[src/rtl/return_addr_stack.sv]
// rtl/return_addr_stack.sv - Return-address stack for subroutine call/return (optional RAS_WRAP_OVERWRITE_EN)
// Define RAS_WRAP_OVERWRITE_EN to let a push while full overwrite the oldest entry circularly.
module return_addr_stack #(
  parameter int DEPTH = 8,
  parameter int AW    = 12
) (
  input  logic                       clk_i,
  input  logic                       rst_ni,
  input  logic                       push_i,
  input  logic                       pop_i,
  input  logic [AW-1:0]              pushaddr_i,
  input  logic                       clr_err_i,
  output logic [AW-1:0]              stackaddr_o,
  output logic                       empty_o,
  output logic                       full_o,
  output logic [$clog2(DEPTH):0]     count_o,
  output logic                       overflow_o,
  output logic                       underflow_o
);

  localparam int PW = $clog2(DEPTH);
  localparam int CW = PW + 1;

  logic [AW-1:0] mem [DEPTH];
  logic [PW-1:0] sp;
  logic [PW-1:0] top;
  logic [CW-1:0] count;
  logic          empty;
  logic          full;
  logic          push_only;
  logic          replace;

  assign top   = sp - PW'(1);
  assign empty = (count == '0);
  assign full  = (count == CW'(DEPTH));

  // A push paired with a pop on an empty stack has nothing to replace, so it acts as a plain push.
  assign push_only = push_i && (!pop_i || empty);
  assign replace   = push_i && pop_i && !empty;

  always_ff @(posedge clk_i) begin
    if (!rst_ni) begin
      for (int i = 0; i < DEPTH; i++) begin
        mem[i] <= '0;
      end
      sp          <= '0;
      count       <= '0;
      overflow_o  <= 1'b0;
      underflow_o <= 1'b0;
    end else begin
      if (clr_err_i) begin
        overflow_o  <= 1'b0;
        underflow_o <= 1'b0;
      end
      if (push_only) begin
        if (!full) begin
          mem[sp] <= pushaddr_i;
          sp      <= sp + PW'(1);
          count   <= count + CW'(1);
        end else begin
          overflow_o <= 1'b1;
`ifdef RAS_WRAP_OVERWRITE_EN
          mem[sp] <= pushaddr_i;
          sp      <= sp + PW'(1);
`endif
        end
      end else if (replace) begin
        mem[top] <= pushaddr_i;
      end else if (pop_i) begin
        if (empty) begin
          underflow_o <= 1'b1;
        end else begin
          sp    <= top;
          count <= count - CW'(1);
        end
      end
    end
  end

  assign stackaddr_o = empty ? '0 : mem[top];
  assign empty_o     = empty;
  assign full_o      = full;
  assign count_o     = count;

endmodule

[config.mk]
export PLATFORM = sky130hd
export DESIGN_NAME = return_addr_stack
export DESIGN_NICKNAME = d
export VERILOG_FILES = /design/src/rtl/return_addr_stack.sv
export SDC_FILE = /design/constraint.sdc
export NUM_CORES = 1
export LEC_CHECK = 0
export CAP_MARGIN = 40
export CORE_MARGIN = 2
export CORE_UTILIZATION = 40
export CTS_BUF_LIST = sky130_fd_sc_hd__clkbuf_16
export CTS_CLUSTER_DIAMETER = 100
export DETAILED_ROUTE_END_ITERATION = 8
export PLACE_DENSITY = 0.56
export SLEW_MARGIN = 15
export SYNTH_ARGS = -nofsm -noshare
export SYNTH_HDL_FRONTEND = slang
export SYNTH_SLANG_ARGS = --single-unit
[constraint.sdc]
create_clock -name clk_i -period 4 [get_ports clk_i]
set_input_delay 1.2 -clock clk_i [delete_from_list [all_inputs] [get_ports clk_i]]
set_output_delay 1.2 -clock clk_i [all_outputs]
set_load 0.02 [all_outputs]
Word-level counts from Yosys, hierarchy flattened
Memories as Yosys holds them, arrays and structs flattened.
Index checks and enable logic that the tools add are counted.

storage, ports and cells
  register bits = 9
  bits in latches = 0
  bits in writable memories = 96
  memory bits (read-only) = 0
  bits of input ports = 17
  output and inout port bits = 20
  word-level logic and storage cells = 58
  memories = 1

cells by class
  add/sub/neg operators = 4
  multipliers = 0
  div/mod/pow operators = 0
  magnitude comparators = 0
  equal/unequal tests = 4
  shift-type cells = 0
  mux-type cells = 34
  bitwise operators = 0
  reduce and logical (&&, ||, !) cells = 11

memory list
  name  depth  bits a word  read ports  clocked after memory_dff  write ports  line  source
  mem   8      12           1           0                         8            24    logic [AW-1:0] mem [DEPTH];

operators by type and width
  operator               count
  $mux W12               3
  $reduce_or A12 Y1      2
  $mux W3                7
  $mux W4                5
  $mux W1                19
  $add A4 B1 Y4 const B  1
  $eq A4 B4 Y1 const B   1
  $logic_not A4 Y1       1
  $ne A2 B2 Y1 const B   2
  $reduce_and A4 Y1      1
  $sub A4 B1 Y4 const B  1
  $add A3 B1 Y3 const B  1
  $logic_and A1 B1 Y1    3
  $sub A3 B1 Y3 const B  1
  $logic_not A1 Y1       2
  $ne A2 B1 Y1 const B   1
  $reduce_bool A2 Y1     1
  $logic_or A1 B1 Y1     1

Longest topological paths before layout
  word-level depth = 9
  gate-level depth with buffers = 10
  mapped depth without buffers = 8

Worst setup path before layout
OpenSTA, ideal clock, no wires.

  path kind = flip-flop to output port
  start point = register sp[0]
  end point = output stackaddr_o[0]
  arrival time = 2.240 ns
  required time = 2.800 ns
  path slack = 0.560 ns
  cell stages (with the launch flop) = 9
  path buffers = 3
  cell sequence = dfxtp_1 buf_4 inv_1 ha_1 clkbuf_1 clkbuf_1 mux4_2 nand2_1 a21oi_1

between the ends
  word-level cells in the longest chain between the ends = 3

ends and longest elaborated chain
  element                 line  source
  start, declared         25    logic [PW-1:0] sp;
  start signal, assigned  58    sp <= sp + PW'(1);
  start signal, assigned  73    sp <= top;
  $sub A3 B1 Y3           33    assign top = sp - PW'(1);
  $mem_v2 Z8 W12          -
  $mux W12                80    assign stackaddr_o = empty ? '0 : mem[top];
  end, declared           13    output logic [AW-1:0] stackaddr_o,

No other way between the ends.

Worst setup path in the final report
  start point = register sp[1]
  end point = output stackaddr_o[4]

The elaborated chain is that of the path after synthesis.

==> flow_metrics.tcl <==
set metrics [dict create \
    design.portCount 37 \
    regArea_mm2 0.003065 \
    worst_clock_skew_ns 0.006080 \
    timing.critical_path.from_type "flip-flop" \
    worstPathRequired_ns 2.80 \
    worst_ir_drop_vdd_mv 0.4512 \
    power.share.switching 0.4224 \
    rsz0062_at_grt "no" \
    launching_instance_or_port_of_the_critical_path "sp[1]" \
    syn_inst 405 \
    tightest_slew_ns 0.5903 \
    die_x_extent_um 117.5 \
    cts.root.buffer_cell "sky130_fd_sc_hd__clkbuf_16" \
    netlist_area_mm2 0.005156 \
    worst_hold_startpoint "underflow_o" \
    power.density_mw_per_mm2 794.8 \
    holdBufCountCts 0 \
    synth_seq_cells 105 \
    grt_max_degree 32 \
    critical_path.endpoint_type "output port" \
    final_nets 475 \
    drt_wl_total_um 12620 \
    finalHoldViolations 0 \
    avgRoutedWirePerCell_um 20.03 \
    initial_core_util 0.4086 \
    timing.max_slew.rel_slack 0.6051 \
    fillers 1180 \
    route.met2.wl_um 6254 \
    grt_pass1_vias 3446 \
    setup_viol 0 \
    std_cell_rows 41 \
    top_layer_used "met4" \
    max_freq_ghz 0.2578 \
    design.core.area_mm2 0.01262 \
    leakagePower_uw 0.002111 \
    drt_first_pass_iters 5 \
    total_area_of_multi_input_combinational_cells_mm2 0.001866 \
    cap_violations 0 \
    postLayoutSetupSlackWorst_ns 0.1207 \
    area.growth.synth_to_final_pct 17.45 \
    post_synth.cell_area_avg_um2 12.73 \
    initial_antenna_violation_count 0 \
    sequential_share_of_the_synthesized_area 0.5940 \
    place_inst 614 \
    die_height_um 117.5 \
    met1_length_um 5422 \
    drt-vias-per-instance 5.384 \
    combPwrFrac 0.517 \
    dp.final_hpwl_um 8625 \
    worst_hold_path_type "reg -> reg" \
    critical_setup_path_kind "reg -> out" \
    dr.first_iter.drc_count 279 \
    worst_skew_pair.late_latency_ns 0.35 \
    number_of_nets_in_the_synthesized_netlist 427 \
    detailedPlace.worstSlack_ns 0.2719 \
    slew_violations 0 \
    cts_max_level 3 \
    p_clk_frac 0.176 \
    global_route.overflow_total 0 \
    fp.dieArea_mm2 0.01381 \
    io_buffer_count 36 \
    wire_length_of_the_first_global_routing_pass_um 20120 \
    critical_register_to_register_path_startpoint "count_o[3]" \
    power_switching_uw 2033 \
    synth_cell_type_count 42 \
    cts_sinks 105 \
    routed-via-count 3392 \
    number_of_cts_inserted_buffers 9 \
    global_route.usage.total 0.1941 \
    dr_wl_met3_um 718 \
    power.share.sequential 0.307 \
    gp_congestion 0.7737 \
    ys.warnings.count 0 \
    detail-route-antenna-nets 0 \
    outcome "finished clean" \
    setup_total_negative_slack_ns 0 \
    tritoncts_clock_tree "done" \
    clock_tree.buffer_depth 2 \
    layoutNonFillerInstCount 630 \
    path_clk_slew_ns 0.07 \
    n_antenna_cell 0 \
    final.min_clock_period_ns 3.879 \
    detail_route.drc_violations 0 \
    critical_path_fanout_max 24 \
    internal_power_uw 2780 \
    layout_worst_path_cycle_share 0.9698 \
    crit_arrival_ns 2.68 \
    drive_gt1_frac 0.2009 \
]
==> flip-flops by register name (all words and copies together), names as in the netlist <==
signal and cells:
mem 96, count_o 4, sp 3, overflow_o 1
underflow_o 1
==> path summary, 6_finish.rpt <==
check                                       to  slack (ns)  depth (start not counted)
worst max-delay path            stackaddr_o[4]        0.12                          7
worst min-delay path               underflow_o        0.47                          2
worst max register to register      count_o[3]        1.35                          8
worst min register to register     underflow_o        0.47                          2
==> Yosys cell counts <==
cell,n,area share
sky130_fd_sc_hd__nand2_1,33,0.024
sky130_fd_sc_hd__nand4_1,1,0.0012
sky130_fd_sc_hd__nand3_1,26,0.025
sky130_fd_sc_hd__a221oi_4,1,0.0051
sky130_fd_sc_hd__nor2_2,9,0.011
sky130_fd_sc_hd__a31oi_4,4,0.017
sky130_fd_sc_hd__o22ai_1,1,0.0012
sky130_fd_sc_hd__nor2_1,95,0.069
sky130_fd_sc_hd__o32ai_1,1,0.0017
sky130_fd_sc_hd__xnor2_1,7,0.012
sky130_fd_sc_hd__or2_2,1,0.0012
sky130_fd_sc_hd__clkbuf_1,9,0.0066
sky130_fd_sc_hd__and3_1,1,0.0012
sky130_fd_sc_hd__mux2i_1,1,0.0019
sky130_fd_sc_hd__a31oi_1,1,0.0012
sky130_fd_sc_hd__a2bb2oi_1,1,0.0017
sky130_fd_sc_hd__a21oi_1,16,0.016
sky130_fd_sc_hd__o21ai_0,8,0.0078
sky130_fd_sc_hd__inv_1,8,0.0058
sky130_fd_sc_hd__and2_2,1,0.0015
sky130_fd_sc_hd__nor2b_1,1,0.0012
sky130_fd_sc_hd__a211oi_1,3,0.0044
sky130_fd_sc_hd__ha_1,4,0.0097
sky130_fd_sc_hd__and2_1,1,0.0012
sky130_fd_sc_hd__a21o_1,1,0.0015
sky130_fd_sc_hd__nand2b_1,5,0.0061
sky130_fd_sc_hd__nor3_2,1,0.0019
sky130_fd_sc_hd__buf_2,7,0.0068
sky130_fd_sc_hd__xor2_1,2,0.0034
sky130_fd_sc_hd__nor4_1,5,0.0061
sky130_fd_sc_hd__fa_1,1,0.0039
sky130_fd_sc_hd__buf_4,3,0.0044
sky130_fd_sc_hd__dfxtp_1,9,0.035
sky130_fd_sc_hd__o31a_1,1,0.0017
sky130_fd_sc_hd__edfxtp_1,96,0.56
sky130_fd_sc_hd__mux4_2,24,0.10
sky130_fd_sc_hd__a221oi_2,2,0.0058
sky130_fd_sc_hd__a221oi_1,1,0.0017
sky130_fd_sc_hd__buf_6,10,0.022
sky130_fd_sc_hd__a22oi_1,1,0.0015
sky130_fd_sc_hd__o41ai_4,1,0.0053
sky130_fd_sc_hd__nand3b_1,1,0.0015
==> stage by stage <==
| stage | util | hold WS, ns | area (um^2) | total power [uW] |
|---|---|---|---|---|
| 5_1_grt | 0.4799 | 0.5494 | 6056 | 5084 |
| 4_1_cts | 0.4795 | 0.4778 | 6051 | 4861 |
| 2_1_floorplan | - | 0.5425 | 5156 | 3129 |
| 6_report | 0.4799 | 0.4738 | 6056 | 4813 |
| 3_3_place_gp | 0.4575 | 0.4582 | 5773 | 4005 |
| 3_5_place_dp | 0.4575 | 0.4687 | 5773 | 4031 |
==> placed cells by master, fill, tap and decap left out, drive strengths merged, types with 9 or more instances in the layout <==
cell type      count
clkdlybuf4s50     31
nand3             26
nand2             33
inv               11
mux4              24
buf               30
nor2             104
a21oi             16
edfxtp            96
clkbuf             9
dfxtp              9
==> cell families after synthesis <==
kind of cell / synth area share
buffers and inverters: 0.04538
DFF: 0.5940
and+or+nand+nor: 0.1524
adders and majority gates: 0.01359
xor gates and xnor gates: 0.01529
AOI/OAI and AO/OA: 0.07256
muxes: 0.1068
==> critical path, cell delays in order (launching register included) <==
cell	delay [ns]
sky130_fd_sc_hd__dfxtp_2	0.42
sky130_fd_sc_hd__inv_1	0.14
sky130_fd_sc_hd__ha_1	0.41
sky130_fd_sc_hd__buf_12	0.23
sky130_fd_sc_hd__mux4_2	0.22
sky130_fd_sc_hd__nand2_1	0.06
sky130_fd_sc_hd__a21oi_1	0.20
sky130_fd_sc_hd__clkdlybuf4s50_1	0.65
==> power by group through the flow <==
stage	Combinational [uW]	Clock, uW	Sequential [uW]
3_5_place_dp	2530	0	1500
2_1_floorplan	1660	0	1470
6_report	2490	846	1480
5_1_grt	2680	902	1500
4_1_cts	2520	864	1480
3_3_place_gp	2510	0	1500
==> cell type report <==
cell class | count | area share
Multi-Input combinational cell | 263 | 0.3081
Inverter | 8 | 0.004959
Clock buffer | 9 | 0.03719
Sequential cell | 105 | 0.5062
Timing Repair Buffer | 66 | 0.09897
Tap cell | 172 | 0.03554
Clock inverter | 7 | 0.009091
==> repair_timing <==
item | 4_1_cts | 5_1_grt
setup buffers | 0 | 0
resized for setup | 4 | 2
setup endpoints to repair | 7 | 2
==> per-layer routing <==
metal,up-vias,track usage
li1,1577,-
met1,1697,0.2553
met2,106,0.3202
met3,12,0.03731
met4,0,0.07455
met5,-,0
No activity file was read; power rests on OpenSTA's default activity.
